===== src/rtl/sram_axi_bridge_pkg.sv =====
// Shared encodings for the SRAM-to-AXI3 bridge: size codes, burst type, IDs and FSM states.
package sram_axi_bridge_pkg;

    localparam logic [1:0] SIZE_BYTE = 2'd0;
    localparam logic [1:0] SIZE_HALF = 2'd1;
    localparam logic [1:0] SIZE_WORD = 2'd2;

    localparam logic [1:0] AXI_BURST_INCR = 2'b01;

    localparam logic [3:0] DEF_INST_ID = 4'd0;
    localparam logic [3:0] DEF_DATA_ID = 4'd1;

    typedef enum logic [2:0] {
        ST_IDLE    = 3'd0,
        ST_RD_REQ  = 3'd1,
        ST_RD_WAIT = 3'd2,
        ST_WR_REQ  = 3'd3,
        ST_WR_WAIT = 3'd4
    } bridge_state_e;

    typedef enum logic {
        PORT_INST = 1'b0,
        PORT_DATA = 1'b1
    } bridge_port_e;

endpackage


===== src/rtl/sram_axi_bridge_wstrb_gen.sv =====
// Byte-lane strobe from access size and address offset; data is not shifted, only lanes are selected.
module sram_axi_bridge_wstrb_gen
    import sram_axi_bridge_pkg::*;
(
    input  logic [1:0] size,
    input  logic [1:0] offset,
    output logic [3:0] wstrb
);

    always_comb begin
        case (size)
            SIZE_BYTE: wstrb = 4'b0001 << offset;
            SIZE_HALF: wstrb = 4'b0011 << offset;
            default:   wstrb = 4'b1111;
        endcase
    end

endmodule


===== src/rtl/sram_axi_bridge.sv =====
// Bridges the CPU fetch and data SRAM-like ports onto one AXI3 master, one transaction at a time.
//   state      | meaning
//   ST_IDLE    | no transaction; arbitrate and accept a request
//   ST_RD_REQ  | arvalid high, waiting for arready
//   ST_RD_WAIT | rready high, waiting for the read beat
//   ST_WR_REQ  | awvalid/wvalid raised, each dropping on its own handshake
//   ST_WR_WAIT | bready high, waiting for the write response
module sram_axi_bridge
    import sram_axi_bridge_pkg::*;
#(
    parameter bit         DATA_FIRST = 1'b1,
    parameter logic [3:0] INST_ID    = DEF_INST_ID,
    parameter logic [3:0] DATA_ID    = DEF_DATA_ID
) (
    input  logic        clk,
    input  logic        resetn,

    input  logic        inst_req,
    input  logic [31:0] inst_addr,
    output logic        inst_addr_ok,
    output logic        inst_data_ok,
    output logic [31:0] inst_rdata,

    input  logic        data_req,
    input  logic        data_wr,
    input  logic [1:0]  data_size,
    input  logic [31:0] data_addr,
    input  logic [31:0] data_wdata,
    output logic        data_addr_ok,
    output logic        data_data_ok,
    output logic [31:0] data_rdata,

    output logic [3:0]  arid,
    output logic [31:0] araddr,
    output logic [7:0]  arlen,
    output logic [2:0]  arsize,
    output logic [1:0]  arburst,
    output logic        arvalid,
    input  logic        arready,

    input  logic [3:0]  rid,
    input  logic [31:0] rdata,
    input  logic [1:0]  rresp,
    input  logic        rlast,
    input  logic        rvalid,
    output logic        rready,

    output logic [3:0]  awid,
    output logic [31:0] awaddr,
    output logic [7:0]  awlen,
    output logic [2:0]  awsize,
    output logic [1:0]  awburst,
    output logic        awvalid,
    input  logic        awready,

    output logic [3:0]  wid,
    output logic [31:0] wdata,
    output logic [3:0]  wstrb,
    output logic        wlast,
    output logic        wvalid,
    input  logic        wready,

    input  logic [3:0]  bid,
    input  logic [1:0]  bresp,
    input  logic        bvalid,
    output logic        bready
);

    bridge_state_e state_q;
    bridge_port_e  port_q;
    logic          wr_q;
    logic [1:0]    size_q;
    logic [31:0]   addr_q;
    logic [31:0]   wdata_q;
    logic          aw_done_q;
    logic          w_done_q;

    logic idle;
    logic grant_inst;
    logic grant_data;
    logic r_hs;
    logic aw_hs;
    logic w_hs;
    logic unused_axi;

    // Grants are qualified by resetn so no addr_ok can escape while reset is held.
    assign idle       = resetn && (state_q == ST_IDLE);
    assign grant_data = idle && data_req && (DATA_FIRST || !inst_req);
    assign grant_inst = idle && inst_req && (!DATA_FIRST || !data_req);

    assign inst_addr_ok = grant_inst;
    assign data_addr_ok = grant_data;

    assign r_hs  = rready && rvalid;
    assign aw_hs = awvalid && awready;
    assign w_hs  = wvalid && wready;

    assign inst_data_ok = r_hs && (port_q == PORT_INST);
    assign data_data_ok = (r_hs && (port_q == PORT_DATA)) || (bready && bvalid);
    assign inst_rdata   = rdata;
    assign data_rdata   = rdata;

    assign arid    = (port_q == PORT_DATA) ? DATA_ID : INST_ID;
    assign araddr  = addr_q;
    assign arlen   = 8'd0;
    assign arsize  = {1'b0, size_q};
    assign arburst = AXI_BURST_INCR;

    assign awid    = DATA_ID;
    assign awaddr  = addr_q;
    assign awlen   = 8'd0;
    assign awsize  = {1'b0, size_q};
    assign awburst = AXI_BURST_INCR;

    assign wid     = DATA_ID;
    assign wdata   = wdata_q;
    assign wlast   = 1'b1;

    sram_axi_bridge_wstrb_gen u_wstrb_gen (
        .size   (size_q),
        .offset (addr_q[1:0]),
        .wstrb  (wstrb)
    );

    // Single-beat responses: IDs, response codes and rlast carry no extra information here.
    assign unused_axi = ^{rid, rresp, rlast, bid, bresp, wr_q};

    always_ff @(posedge clk or negedge resetn) begin
        if (!resetn) begin
            state_q   <= ST_IDLE;
            port_q    <= PORT_INST;
            wr_q      <= 1'b0;
            size_q    <= 2'd0;
            addr_q    <= 32'd0;
            wdata_q   <= 32'd0;
            aw_done_q <= 1'b0;
            w_done_q  <= 1'b0;
            arvalid   <= 1'b0;
            rready    <= 1'b0;
            awvalid   <= 1'b0;
            wvalid    <= 1'b0;
            bready    <= 1'b0;
        end else begin
            case (state_q)
                ST_IDLE: begin
                    if (grant_data || grant_inst) begin
                        port_q    <= grant_data ? PORT_DATA : PORT_INST;
                        wr_q      <= grant_data && data_wr;
                        size_q    <= grant_data ? data_size : SIZE_WORD;
                        addr_q    <= grant_data ? data_addr : inst_addr;
                        wdata_q   <= grant_data ? data_wdata : 32'd0;
                        aw_done_q <= 1'b0;
                        w_done_q  <= 1'b0;
                        if (grant_data && data_wr) begin
                            state_q <= ST_WR_REQ;
                            awvalid <= 1'b1;
                            wvalid  <= 1'b1;
                        end else begin
                            state_q <= ST_RD_REQ;
                            arvalid <= 1'b1;
                        end
                    end
                end
                ST_RD_REQ: begin
                    if (arready) begin
                        arvalid <= 1'b0;
                        rready  <= 1'b1;
                        state_q <= ST_RD_WAIT;
                    end
                end
                ST_RD_WAIT: begin
                    if (rvalid) begin
                        rready  <= 1'b0;
                        state_q <= ST_IDLE;
                    end
                end
                ST_WR_REQ: begin
                    if (aw_hs) begin
                        awvalid   <= 1'b0;
                        aw_done_q <= 1'b1;
                    end
                    if (w_hs) begin
                        wvalid   <= 1'b0;
                        w_done_q <= 1'b1;
                    end
                    // Either channel may finish first, or both in the same cycle.
                    if ((aw_done_q || aw_hs) && (w_done_q || w_hs)) begin
                        bready  <= 1'b1;
                        state_q <= ST_WR_WAIT;
                    end
                end
                ST_WR_WAIT: begin
                    if (bvalid) begin
                        bready  <= 1'b0;
                        state_q <= ST_IDLE;
                    end
                end
                default: begin
                    state_q <= ST_IDLE;
                end
            endcase
        end
    end

endmodule


===== config.mk =====
export PLATFORM = sky130hd
export DESIGN_NAME = sram_axi_bridge
export DESIGN_NICKNAME = d
export VERILOG_FILES = /design/src/rtl/sram_axi_bridge_pkg.sv /design/src/rtl/sram_axi_bridge_wstrb_gen.sv /design/src/rtl/sram_axi_bridge.sv
export SDC_FILE = /design/constraint.sdc
export NUM_CORES = 1
export LEC_CHECK = 0
export ABC_AREA = 1
export ABC_CLOCK_PERIOD_IN_PS = 3100
export CAP_MARGIN = 0
export CORE_AREA = 2 2 141 143
export CTS_CLUSTER_DIAMETER = 50
export DETAILED_ROUTE_END_ITERATION = 8
export DIE_AREA = 0 0 143 145
export DONT_BUFFER_PORTS = 1
export PLACE_DENSITY = 0.44
export SLEW_MARGIN = 20
export SYNTH_ARGS = -nofsm -noshare
export SYNTH_HDL_FRONTEND = slang
export SYNTH_SLANG_ARGS = --single-unit

===== constraint.sdc =====
create_clock -name clk -period 3.1 [get_ports clk]
set_input_delay 0.465 -clock clk [delete_from_list [all_inputs] [get_ports clk]]
set_output_delay 0.465 -clock clk [all_outputs]
set_load 0.02 [all_outputs]

; ---- After elaboration in Yosys (flattened, before gate mapping)
; Cells that the tools add are included.
[word_totals]
register_bits = 77
out_inout_bits = 212
elab_cells = 95
[op_classes]
n_eq_ne = 14
n_shift = 2
mux = 34
n_bitwise = 1
n_reduce_logical = 32
[ops]
columns = op, count
row1 = $mux W32, 2
row2 = $mux W1, 16
row3 = $mux W3, 5
row4 = $pmux W3 S5, 1
row5 = $ne A2 B2 Y1 const B, 7
row6 = $pmux W1 S2, 7
row7 = $logic_and A1 B1 Y1, 12
row8 = $reduce_and A3 Y1, 4
row9 = $reduce_and A4 Y1, 3
row10 = $pmux W4 S2, 1
row11 = $reduce_bool A2 Y1, 4
row12 = $eq A3 B2 Y1 const B, 2
row13 = $reduce_and A5 Y1, 1
row14 = $logic_or A1 B1 Y1, 4
row15 = $mux W2, 2
row16 = $ne A2 B1 Y1 const B, 2
row17 = $shl A1 B2 Y4 const A, 1
row18 = $shl A2 B2 Y4 const A, 1
row19 = $eq A3 B1 Y1 const B, 1
row20 = $eq A3 B3 Y1 const B, 1
row21 = $logic_not A3 Y1, 1
row22 = $eq A2 B1 Y1 const B, 1
row23 = $logic_not A2 Y1, 1
row24 = $reduce_and A2 Y1, 1
row25 = 2 further kinds, 2

; ---- Depth between registers and ports, before layout
[depth]
word_depth = 7
mapped_depth = 8
ltp_nobuf = 8

; ---- Hierarchy
; A second synthesis with hierarchy kept.
[hier_totals]
cells_unflattened = 542
area_unflattened_um2 = 4679.5
[by_module_without_submodules]
columns = module, instances, cells_each, area_each_um2
row1 = sram_axi_bridge, 1, 529, 4625.7
row2 = sram_axi_bridge_wstrb_gen, 1, 13, 53.8

; ---- Worst setup path after synthesis
; Ideal clock, no wire load.
[synth_path]
path_kind = register to output
startpoint = reg size_q[1]
endpoint = out wstrb[1]
arrival_time_ns = 1.179
slack_ns = 1.456
stages_incl_launch_ff = 4
path_buffers = 0
path_cell_list = dfrtp_1 -> inv_1 -> a21oi_1 -> o21ai_0
[synth_via]
elab_chain_len = 2
word_cells_on_any_way = 3
cone_classes = eq/ne: 1 / mux: 1 / reduce/logical: 1
[synth_rtl]
columns = item, line_no
row1 = "start, declared", sram_axi_bridge.sv:72  ; logic [1:0] size_q;
row2 = "start signal, assigned", sram_axi_bridge.sv:149  ; size_q <= grant_data ? data_size : SIZE_WORD;
row3 = $eq A2 B1 Y1 / $logic_not A2 Y1 (equally long branches), sram_axi_bridge_wstrb_gen.sv:11  ; case (size)
row4 = $pmux W4 S2 *, sram_axi_bridge_wstrb_gen.sv:11
row5 = "end, declared", sram_axi_bridge.sv:58  ; output logic [3:0] wstrb,
; Every way passes the cells marked *; elsewhere a longest branch is shown, timed or not.

; ---- Final worst setup path
; Same ends and word-level chain as after synthesis.

==> impl_metrics.ini <==
[grt]
track_usage = 0.1012
grt_pass1_vias = 2517
antenna_found_initial = 0
overflow = 0
grt_pass1_wl_mm = 15.60
grt_max_degree = 78

[power]
power.switching_w = 0.002564
clockPowerShare = 0.217
vdd.ir_drop.worst_uv = 302.7
combPwrFrac = 0.226
swShare = 0.4900
power-per-cell-area_mw_per_mm2 = 1315
internal_power_w = 0.002669
power_frac_seq = 0.557
power_leakage_nw = 1.806

[drt]
drcViolationCount = 0
avgRoutedWirePerCell_um = 17.67
vias = 2702
drt_iter0_drc = 122
dr.pass1.iters = 4
routed_wl_mm = 11.20
viasPerCell = 4.262
postRouteAntennaNets = 0

[sta]
relSlewSlack = 0.5040
hold_viol_final = 0
rsz0062_at_grt = no
setup_viol = 0
tightest_slew_ps = 742.9
slew_viol_final = 0
fmax_mhz = 456.7
setup_slack_ps = 910.5
skew_ps = 10.73
finalCritPeriodShare = 0.7063
setup-tns-final_ps = 0
min_period_ps = 2190

[clock_tree]
cts_buffers = 9
cts_setup_buffers = 0
clk_pin_slew_ps = 60
tritoncts = done
clock_latency_ps = 330
cts.path.max_buffers = 2
cts_root_buf = clkbuf_16
clkSinkCount = 77
htree_levels = 3
cts_resized = 0

[yosys]
syn-mean-instance-area_um2 = 9.064
synth_top_cell_area_share = 0.4513
synth_area_leader_cell = dfrtp_1
ys_ff_latch = 77
netlist_area_mm2 = 0.004269
synth_cells = 471
synth_area_leaders = dfrtp_1 (45%), buf_4 (24%), nand2_1 (7.5%)
seq_area_frac_synth = 0.4513
synthArstFlopShare = 1.000
yosys_warnings = 0
synth_commonest_cells = buf_4 (139), nand2_1 (85), dfrtp_1 (77)
synthDistinctLibCells = 23
synth_ff_type = dfrtp_1
synth-edff-count = 0
yosysMostFrequentCell = buf_4

[placed_design]
place_ws_ps = 1217
dp.cells = 618
place.gp.congestion = 0.7161
hpwl_mm = 8.106
port_buffers = 0

[floorplanning]
die_w_um = 143
die_height_um = 145
die_area_mm2 = 0.02074
io-pin-count = 365
rows = 51
core-area_mm2 = 0.01921
start_util = 0.2223

[run]
cap_viol_max_count = 0

[setup_path]
worst-setup-path-type = reg2out
critPathMaxFanout = 7
cp-end-kind = primary output
crit_arrival_ps = 1720
cp_data_required_time_ps = 2630
cp-start-kind = register

[finish]
nets = 518
syn_to_final_growth_pct = -6.799
n_antenna_cell = 0
drive_gt1_frac = 0.06504
n_fill_cell = 2095
layout.cells.non_filler = 634

[outcome]
outcome = finished clean

[min_path]
hold_path.class = in2async
routing by layer:
layer / vias to the layer above / track usage / routed length [um]
met5: - / 0 / 0
met3: 49 / 0.03498 / 1043
li1: 1192 / - / -
met2: 199 / 0.1775 / 5610
met1: 1262 / 0.1019 / 4063
met4: 0 / 0.06089 / 486
through the flow:
stage / total power [W] / util / hold WS, ps / instance area [um2]
CTS: 0.005314 / 0.2072 / 31.44 / 3979
finish: 0.005233 / 0.2072 / 23.63 / 3979
detailed placement: 0.004116 / 0.1893 / 171.3 / 3636
global route: 0.005589 / 0.2072 / 33.04 / 3979
floorplan: 0.004201 / - / 169.4 / 4389
global placement: 0.004064 / 0.1893 / 171.2 / 3636
cell type report:
type	instances	area, um2	share of cell area
flip-flops and latches	77	1927	0.4843
multi-input cells	259	1286	0.3233
well taps	265	331.6	0.08333
clock buffers	11	242.7	0.06101
clock inverters	4	72.57	0.01824
repair buffers	5	70.07	0.01761
inverters	13	48.80	0.01226
kinds of logic (layout without fill, tap and decap cells):
group                  Yosys count  after routing  share of synthesized area
AND/OR/NAND/NOR                144            144                     0.1357
buffers and inverters          167             33                     0.2755
AO/OA/AOI/OAI                   81             81                     0.1357
other                            2             34                   0.001759
flip-flops                      77             77                     0.4513
layout by cell type (no fill, tap or decap), types with 2 or more instances in the layout:
cell type  instances
dfrtp_1           77
nor3_1             3
a31oi_1           34
nand3_1            6
o21ai_0            7
a21oi_1            5
conb_1            34
inv_1             11
a22o_1            33
nand2_1           85
buf_4              3
nor2_1            42
nand4_1            4
inv_2              2
bufinv_16          2
clkbuf_16          9
power by group through the flow:
stage          combinational, W  sequential (W)  clock (W)
6_report                0.00118         0.00291    0.00114
2_1_floorplan           0.00178         0.00242          0
3_3_place_gp            0.00112         0.00294          0
5_1_grt                 0.00135         0.00300    0.00124
3_5_place_dp            0.00117         0.00295          0
4_1_cts                 0.00120         0.00293    0.00119
worst paths after layout:
kind	startpoint	endpoint	slack (ps)	cells past startpoint
min in group clk	rvalid	rready$_DFFE_PN0P_	230	1
max in group asynchronous	resetn	wdata[25]$_DFFE_PN0P_	2740	1
max reg2reg	state_q[2]$_DFFE_PN0P_	araddr[22]$_DFFE_PN0P_	1210	6
min reg2reg	aw_done_q$_DFFE_PN0P_	aw_done_q$_DFFE_PN0P_	520	2
max	size_q[1]$_DFFE_PN0P_	wstrb[1]	910	3
min	resetn	araddr[1]$_DFFE_PN0P_	20	1
state kept, by name, summed over array words and instances, names as in the netlist:
register and cells:
rready 1, wdata 32, port_q 1, aw_done_q 1, awvalid 1, size_q 2
wvalid 1, araddr 32, state_q 3, bready 1, arvalid 1, w_done_q 1
worst max-delay path, cell delays in order, from the launching register on:
cell     delay, ps
dfrtp_1        520
inv_1          210
a21oi_1        100
o21ai_0        560
repair_timing:
item / CTS / global route
hold buffers: 1 / 0
hold endpoints to repair: 77 / 0
endpoints found under the setup margin: 0 / 0
No activity file was read; power rests on OpenSTA's default activity.
